File: src/rtl/mem_access_unit.sv
// Initiator for the word-wide data-memory port: byte/half/word loads and stores,
// with read-modify-write for sub-word stores. Optional write trace: MAU_TRACE_EN.
module mem_access_unit #(
   parameter int unsigned ADDR_W      = 32,
   parameter int unsigned ALIGN_CHECK = 1
) (
   input  logic              clk,
   input  logic              reset,
   input  logic              req_valid,
   output logic              req_ready,
   input  logic              req_we,
   input  logic [1:0]        req_size,
   input  logic              req_unsigned,
   input  logic [ADDR_W-1:0] req_addr,
   input  logic [31:0]       req_wdata,
   input  logic [31:0]       req_pc,
   output logic              rsp_valid,
   output logic [31:0]       rsp_rdata,
   output logic              rsp_err,
   output logic              mem_we,
   output logic [ADDR_W-1:0] mem_addr,
   output logic [31:0]       mem_wdata,
   output logic [31:0]       mem_pc,
   input  logic [31:0]       mem_rdata,
   output logic [1:0]        dbg_state_o
);

   // Handshake: a request transfers on a cycle where req_valid && req_ready;
   // req_ready is high only in IDLE, and nothing offered while busy is kept.
   typedef enum logic [1:0] {
      S_IDLE = 2'd0,
      S_RD   = 2'd1,
      S_WR   = 2'd2,
      S_RESP = 2'd3
   } state_e;

   state_e            state_q, state_d;
   logic [ADDR_W-1:0] addr_q;
   logic              we_q;
   logic [1:0]        size_q;
   logic              uns_q;
   logic              err_q;
   logic [31:0]       wdata_q;
   logic [31:0]       pc_q;
   logic [31:0]       rdata_q;

   logic              accept;
   logic              req_err;
   logic [7:0]        byte_lane;
   logic [15:0]       half_lane;
   logic [31:0]       load_ext;
   logic [31:0]       merged;

   always_comb begin
      req_err = 1'b0;
      if (req_size == 2'd3) begin
         req_err = 1'b1;
      end else if (ALIGN_CHECK != 0) begin
         if ((req_size == 2'd1) && req_addr[0]) req_err = 1'b1;
         if ((req_size == 2'd2) && (req_addr[1:0] != 2'b00)) req_err = 1'b1;
      end
   end

   always_comb begin
      state_d   = state_q;
      req_ready = 1'b0;
      rsp_valid = 1'b0;
      mem_we    = 1'b0;
      accept    = 1'b0;
      unique case (state_q)
         S_IDLE: begin
            req_ready = 1'b1;
            if (req_valid) begin
               accept = 1'b1;
               // Sub-word stores read the old word first to merge into it.
               if (req_err)                state_d = S_RESP;
               else if (!req_we)           state_d = S_RD;
               else if (req_size == 2'd2)  state_d = S_WR;
               else                        state_d = S_RD;
            end
         end
         S_RD:   state_d = we_q ? S_WR : S_RESP;
         S_WR: begin
            mem_we  = 1'b1;
            state_d = S_RESP;
         end
         S_RESP: begin
            rsp_valid = 1'b1;
            state_d   = S_IDLE;
         end
         default: state_d = S_IDLE;
      endcase
   end

   always_ff @(posedge clk) begin
      if (reset) begin
         state_q <= S_IDLE;
         addr_q  <= '0;
         we_q    <= 1'b0;
         size_q  <= 2'd0;
         uns_q   <= 1'b0;
         err_q   <= 1'b0;
         wdata_q <= '0;
         pc_q    <= '0;
         rdata_q <= '0;
      end else begin
         state_q <= state_d;
         if (accept) begin
            addr_q  <= req_addr;
            we_q    <= req_we;
            size_q  <= req_size;
            uns_q   <= req_unsigned;
            err_q   <= req_err;
            wdata_q <= req_wdata;
            pc_q    <= req_pc;
         end
         if (state_q == S_RD) rdata_q <= mem_rdata;
      end
   end

   // Little-endian lanes: byte lane addr[1:0], half lane addr[1].
   assign byte_lane = rdata_q[{addr_q[1:0], 3'b000} +: 8];
   assign half_lane = rdata_q[{addr_q[1], 4'b0000} +: 16];

   always_comb begin
      unique case (size_q)
         2'd0:    load_ext = uns_q ? {24'h0, byte_lane} : {{24{byte_lane[7]}}, byte_lane};
         2'd1:    load_ext = uns_q ? {16'h0, half_lane} : {{16{half_lane[15]}}, half_lane};
         default: load_ext = rdata_q;
      endcase
   end

   always_comb begin
      merged = rdata_q;
      unique case (size_q)
         2'd0:    merged[{addr_q[1:0], 3'b000} +: 8] = wdata_q[7:0];
         2'd1:    merged[{addr_q[1], 4'b0000} +: 16] = wdata_q[15:0];
         default: merged = wdata_q;
      endcase
   end

   assign rsp_rdata   = ((state_q == S_RESP) && !we_q && !err_q) ? load_ext : 32'h0;
   assign rsp_err     = (state_q == S_RESP) && err_q;
   assign mem_addr    = {addr_q[ADDR_W-1:2], 2'b00};
   assign mem_wdata   = (state_q == S_WR) ? merged : 32'h0;
   assign mem_pc      = pc_q;
   assign dbg_state_o = state_q;

`ifdef MAU_TRACE_EN
   always @(posedge clk) begin
      if (state_q == S_WR) $display("@%08h: *%08h <= %08h", mem_pc, mem_addr, mem_wdata);
   end
`endif

endmodule

File: config.mk
export PLATFORM = sky130hd
export DESIGN_NAME = mem_access_unit
export DESIGN_NICKNAME = d
export VERILOG_FILES = /design/src/rtl/mem_access_unit.sv
export SDC_FILE = /design/constraint.sdc
export NUM_CORES = 1
export LEC_CHECK = 0
export ABC_AREA = 1
export CAP_MARGIN = 30
export CORE_ASPECT_RATIO = 2
export CORE_MARGIN = 5
export CORE_UTILIZATION = 30
export CTS_CLUSTER_SIZE = 12
export DETAILED_ROUTE_END_ITERATION = 16
export GPL_ROUTABILITY_DRIVEN = 0
export PLACE_DENSITY = 0.57
export SLEW_MARGIN = 20
export SYNTH_ARGS = -nofsm -noshare
export SYNTH_HDL_FRONTEND = slang
export SYNTH_SLANG_ARGS = --single-unit
File: constraint.sdc
create_clock -name clk -period 6.63 [get_ports clk]
set_input_delay 1.326 -clock clk [delete_from_list [all_inputs] [get_ports clk]]
set_output_delay 1.326 -clock clk [all_outputs]
set_load 0.02 [all_outputs]
## Word level (Yosys, flattened, before mapping)

Index checks and enable logic that the tools add are counted.

- Flip-flop bits (word level): 135
- Input bits: 135
- Output and inout port bits: 134
- Logic and storage cells: 57

- Add/sub/neg operators: 2
- Equal/unequal tests: 8
- Shift operators: 6
- Mux-type cells: 22
- Reduce and logical (&&, ||, !) cells: 10

Operators by type and width:

| operator | count |
|---|---|
| $mux W32 | 4 |
| $pmux W32 S2 | 2 |
| $bwmux W32 | 2 |
| $shift A16 B7 Y32 const A | 1 |
| $shift A8 B7 Y32 const A | 1 |
| $shiftx A16 B7 Y32 | 1 |
| $shiftx A32 B6 Y16 | 1 |
| $shiftx A32 B6 Y8 | 1 |
| $shiftx A8 B7 Y32 | 1 |
| $neg A5 Y7 | 2 |
| $mux W1 | 9 |
| $eq A2 B2 Y1 const B | 4 |
| $mux W2 | 4 |
| $pmux W2 S4 | 1 |
| $eq A2 B1 Y1 const B | 3 |
| $logic_and A1 B1 Y1 | 5 |
| $logic_not A2 Y1 | 2 |
| $logic_not A1 Y1 | 2 |
| $ne A2 B2 Y1 const B | 1 |
| $reduce_bool A2 Y1 | 1 |

## Longest topological paths before layout

- Word-level depth: 8
- Mapped depth: 10
- Gate-level depth less buffers: 8

## Least setup slack after synthesis

Ideal clock, no wire load.

- Path kind: register to output
- Start point: reg addr_q[1]
- End point: out mem_wdata[0]
- Data arrival time: 2095 ps
- Data required time: 5304 ps
- Setup slack: 3209 ps
- Cell stages (with the launch flop): 10
- Path buffers: 2
- Cells stage by stage: dfxtp_1 inv_2 buf_1 ha_1 buf_2 nor2_1 nand3_1 o211ai_1 o21ai_0 nor2_1

- Word-level cells in the longest chain between the ends: 5
- Elaborated cells between the ends (all ways): 10
- Those cells by class: add/sub (2); shift (4); mux (4)

Ends and longest elaborated chain:

| what | line | source |
|---|---|---|
| start, declared | 38 | `logic [ADDR_W-1:0] addr_q;` |
| start signal, assigned | 109 | `addr_q <= req_addr;` |
| $neg A5 Y7, on equally long branches | 137, 136 |  |
| $shiftx A16 B7 Y32, or another cell as far along | 137 | `2'd1: merged[{addr_q[1], 4'b0000} +: 16] = wdata_q[15:0];` |
| $bwmux W32, on equally long branches | 137, 136 |  |
| $pmux W32 S2 * | 135 | `unique case (size_q)` |
| $mux W32 * | 145 | `assign mem_wdata = (state_q == S_WR) ? merged : 32'h0;` |
| end, declared | 22 | `output logic [31:0] mem_wdata,` |

Mark *: on every way between the ends. The rest lies on a longest branch, timed or not.

## Worst setup path in the final report

- Start point: reg addr_q[1]
- End point: out mem_wdata[26]

The elaborated chain is that of the path after synthesis.

==> out/results.ini <==
[grt]
grt_busiest_layer = met2
grt_max_degree = 74
grt_pass1_vias = 8165
grt.overflow.total = 0
use_met1 = 0.2010
grt_antenna_before_repair = 5
gr-usage-met3 = 0.06168
grt_pass1_wl_um = 46450
grt_use_total = 0.2186
met2_usage = 0.4052

[placement]
hpwlAfterDp_um = 23700
portBuffers = 266
dpl.cell_count = 1642

[timing]
rsz0062_at_grt = false
clock-skew-final_ns = 0.005512
maxSlewHeadroom = 0.4311
layout_min_cycle_time_ns = 4.667
fmax_ghz = 0.2143
fin_crit_sh = 0.7039
slew_violations = 0
setup_viol = 0
hold_viol = 0
max_slew.worst_pin.slew_ns = 0.8523
hold_slack_ns = 0.4771
setup-tns-final_ns = 0

[floorplan]
die_x_um = 121.1
rows = 81
coreArea_mm2 = 0.02442
die-area_mm2 = 0.02813
initial_core_util = 0.3034
ios = 269
die_y_um = 232.3

[route]
drc = 0
wire_per_inst_um = 18.49
postRouteWirelength_um = 31030
drtIter0Drc = 378
drtAntennaViolNets = 0
dr_total_vias = 8280
first_pass_iters = 6
vias_per_cell = 4.934

[clock_tree]
cts.sink_count = 135
cts_buffers = 17
clock-root-buffer = clkbuf_16
clk_pin_slew_worst_paths_ns = 0.06
cts.hold.buffers_added = 0
cts_setup_buffers = 0
cts_resized = 0
htree_levels = 4
cts_buffer_depth = 2
clock_latency_ns = 0.44
cts_tree = built

[worst_setup_path]
cp_num_buf_inv = 3
critPathLaunchType = flip-flop
slowest_stage = clkdlybuf4s50_1
cp_top_family = buffers and inverters
arrival_ns = 3.34
critPathCaptureType = primary output
path_cells = inv_2, ha_1, inv_1, nand3_1, o21ai_0, nand2_1, a21oi_1, clkdlybuf4s50_1
cp_max_fo = 28
cp.required_ns = 5.30
slowest_delay_ns = 0.67
critPathKind = reg2out

[synthesis]
synth_area_leaders = dfxtp_1 (36%), o21ai_0 (13%), nor2_1 (12%)
synth_area_mm2 = 0.007410
netlist_instances = 1147
yosysTopAreaCell = dfxtp_1
ys_warn_count = 0
ys_ff_latch = 135
synth-seq-area-share = 0.3647
synth_cell_types = 31
yosysTopAreaCellShare = 0.3647
avgSynthCellArea_um2 = 6.460

[power]
comb_power_share = 0.378
switching_share = 0.3981
ir_worst_vdd_mv = 0.1736
netSwitchingPower_uw = 1384
p_total_uw = 3476
p_int_uw = 2092
clkPwrFrac = 0.296
pwr_density_cell_mw_per_mm2 = 327.8
pwr-share-seq = 0.326
p_leak_uw = 0.004008

[worst_hold_path]
hp-class = reg2reg

[cells_and_area]
drive_gt1_frac = 0.04617
fin_util = 0.4342
area_delta_synth_final_pct = 43.13
nets = 1474
fin_cells = 1678

[outcome]
outcome = finished, final reports clean

[flow_run]
drv_cap = 0

==> tightest hold or removal path: stages (launching register included) <==
cell	delay, ns
dfxtp_1	0.32
nor2_1	0.04
nor2_1	0.08
==> placed cells by master, fill, tap and decap left out, drive strengths merged <==
cell type	synthesis	routed
clkdlybuf4s50	0	266
nor2	244	244
o21ai	197	197
nand2	164	164
a21oi	142	142
dfxtp	135	135
inv	72	74
nand3	52	52
clkbuf	46	17
buf	67	10
ha	9	9
o211ai	8	8
clkinv	0	5
bufinv	0	4
clkinvlp	0	4
nand4	4	4
diode	0	3
o31ai	2	2
conb	1	2
nor3b	1	1
o21bai	1	1
nand3b	1	1
o22ai	1	1
==> power by group through the flow <==
stage	combinational [uW]	clock [uW]	sequential, uW
after floorplan	828	0	1130
after global placement	1300	0	1140
after detailed placement	1310	0	1150
after CTS	1310	1060	1130
after global routing	1440	1090	1150
final	1310	1030	1130
==> final cells by class <==
class / count / area (um2)
tap: 332 / 415.4
clock buffer: 17 / 425.4
clock inverter: 15 / 200.2
antenna: 3 / 7.507
inverter: 72 / 276.5
fill: 2586 / 13820
timing repair buffer: 276 / 2745
sequential: 135 / 2703
multi-input combinational: 828 / 3832
==> metrics by stage <==
step | setup slack (ns) | cell area, um2
after CTS | 2.075 | 10580
after global placement | 2.581 | 9957
after global routing | 1.835 | 10610
after floorplan | 3.209 | 7413
after detailed placement | 2.573 | 9957
final | 1.963 | 10610
==> logic make-up (layout without fill, tap and decap cells) <==
| family | after synthesis | after routing | synth area share |
|---|---|---|---|
| DFF | 135 | 135 | 0.3647 |
| adders and majority gates | 9 | 9 | 0.01520 |
| buffers and inverters | 185 | 380 | 0.1196 |
| other | 1 | 5 | 0.0005061 |
| AOI/OAI and AO/OA | 351 | 351 | 0.2420 |
| and+or+nand+nor | 466 | 466 | 0.2580 |
==> path summary, 6_finish.rpt <==
path              slack [ns]  cells past startpoint            from            end
setup / recovery        1.96                      8       addr_q[1]  mem_wdata[26]
setup reg to reg        3.97                      7  dbg_state_o[0]      mem_pc[1]
hold reg to reg         0.48                      2      mem_pc[17]     mem_pc[17]
hold / removal          0.48                      2      mem_pc[17]     mem_pc[17]
==> cell usage after synthesis, drive strengths merged <==
master,number
a21oi,142
buf,67
clkbuf,46
conb,1
dfxtp,135
ha,9
inv,72
nand2,164
nand3,52
nand3b,1
nand4,4
nor2,244
nor3b,1
o211ai,8
o21ai,197
o21bai,1
o22ai,1
o31ai,2
==> registers in the layout, summed over array words and instances, names as in the netlist <==
register	cells
addr_q	32
dbg_state_o	2
err_q	1
mem_pc	32
rdata_q	32
size_q	2
uns_q	1
wdata_q	32
we_q	1
==> routing by layer <==
metal,vias up,part of all wire,wire [um]
li1,4086,-,-
met1,3741,0.32,10060
met4,2,0.065,2030
met5,-,0.00042,13
met3,103,0.074,2286
met2,348,0.54,16640
No activity file was read; power rests on OpenSTA's default activity.
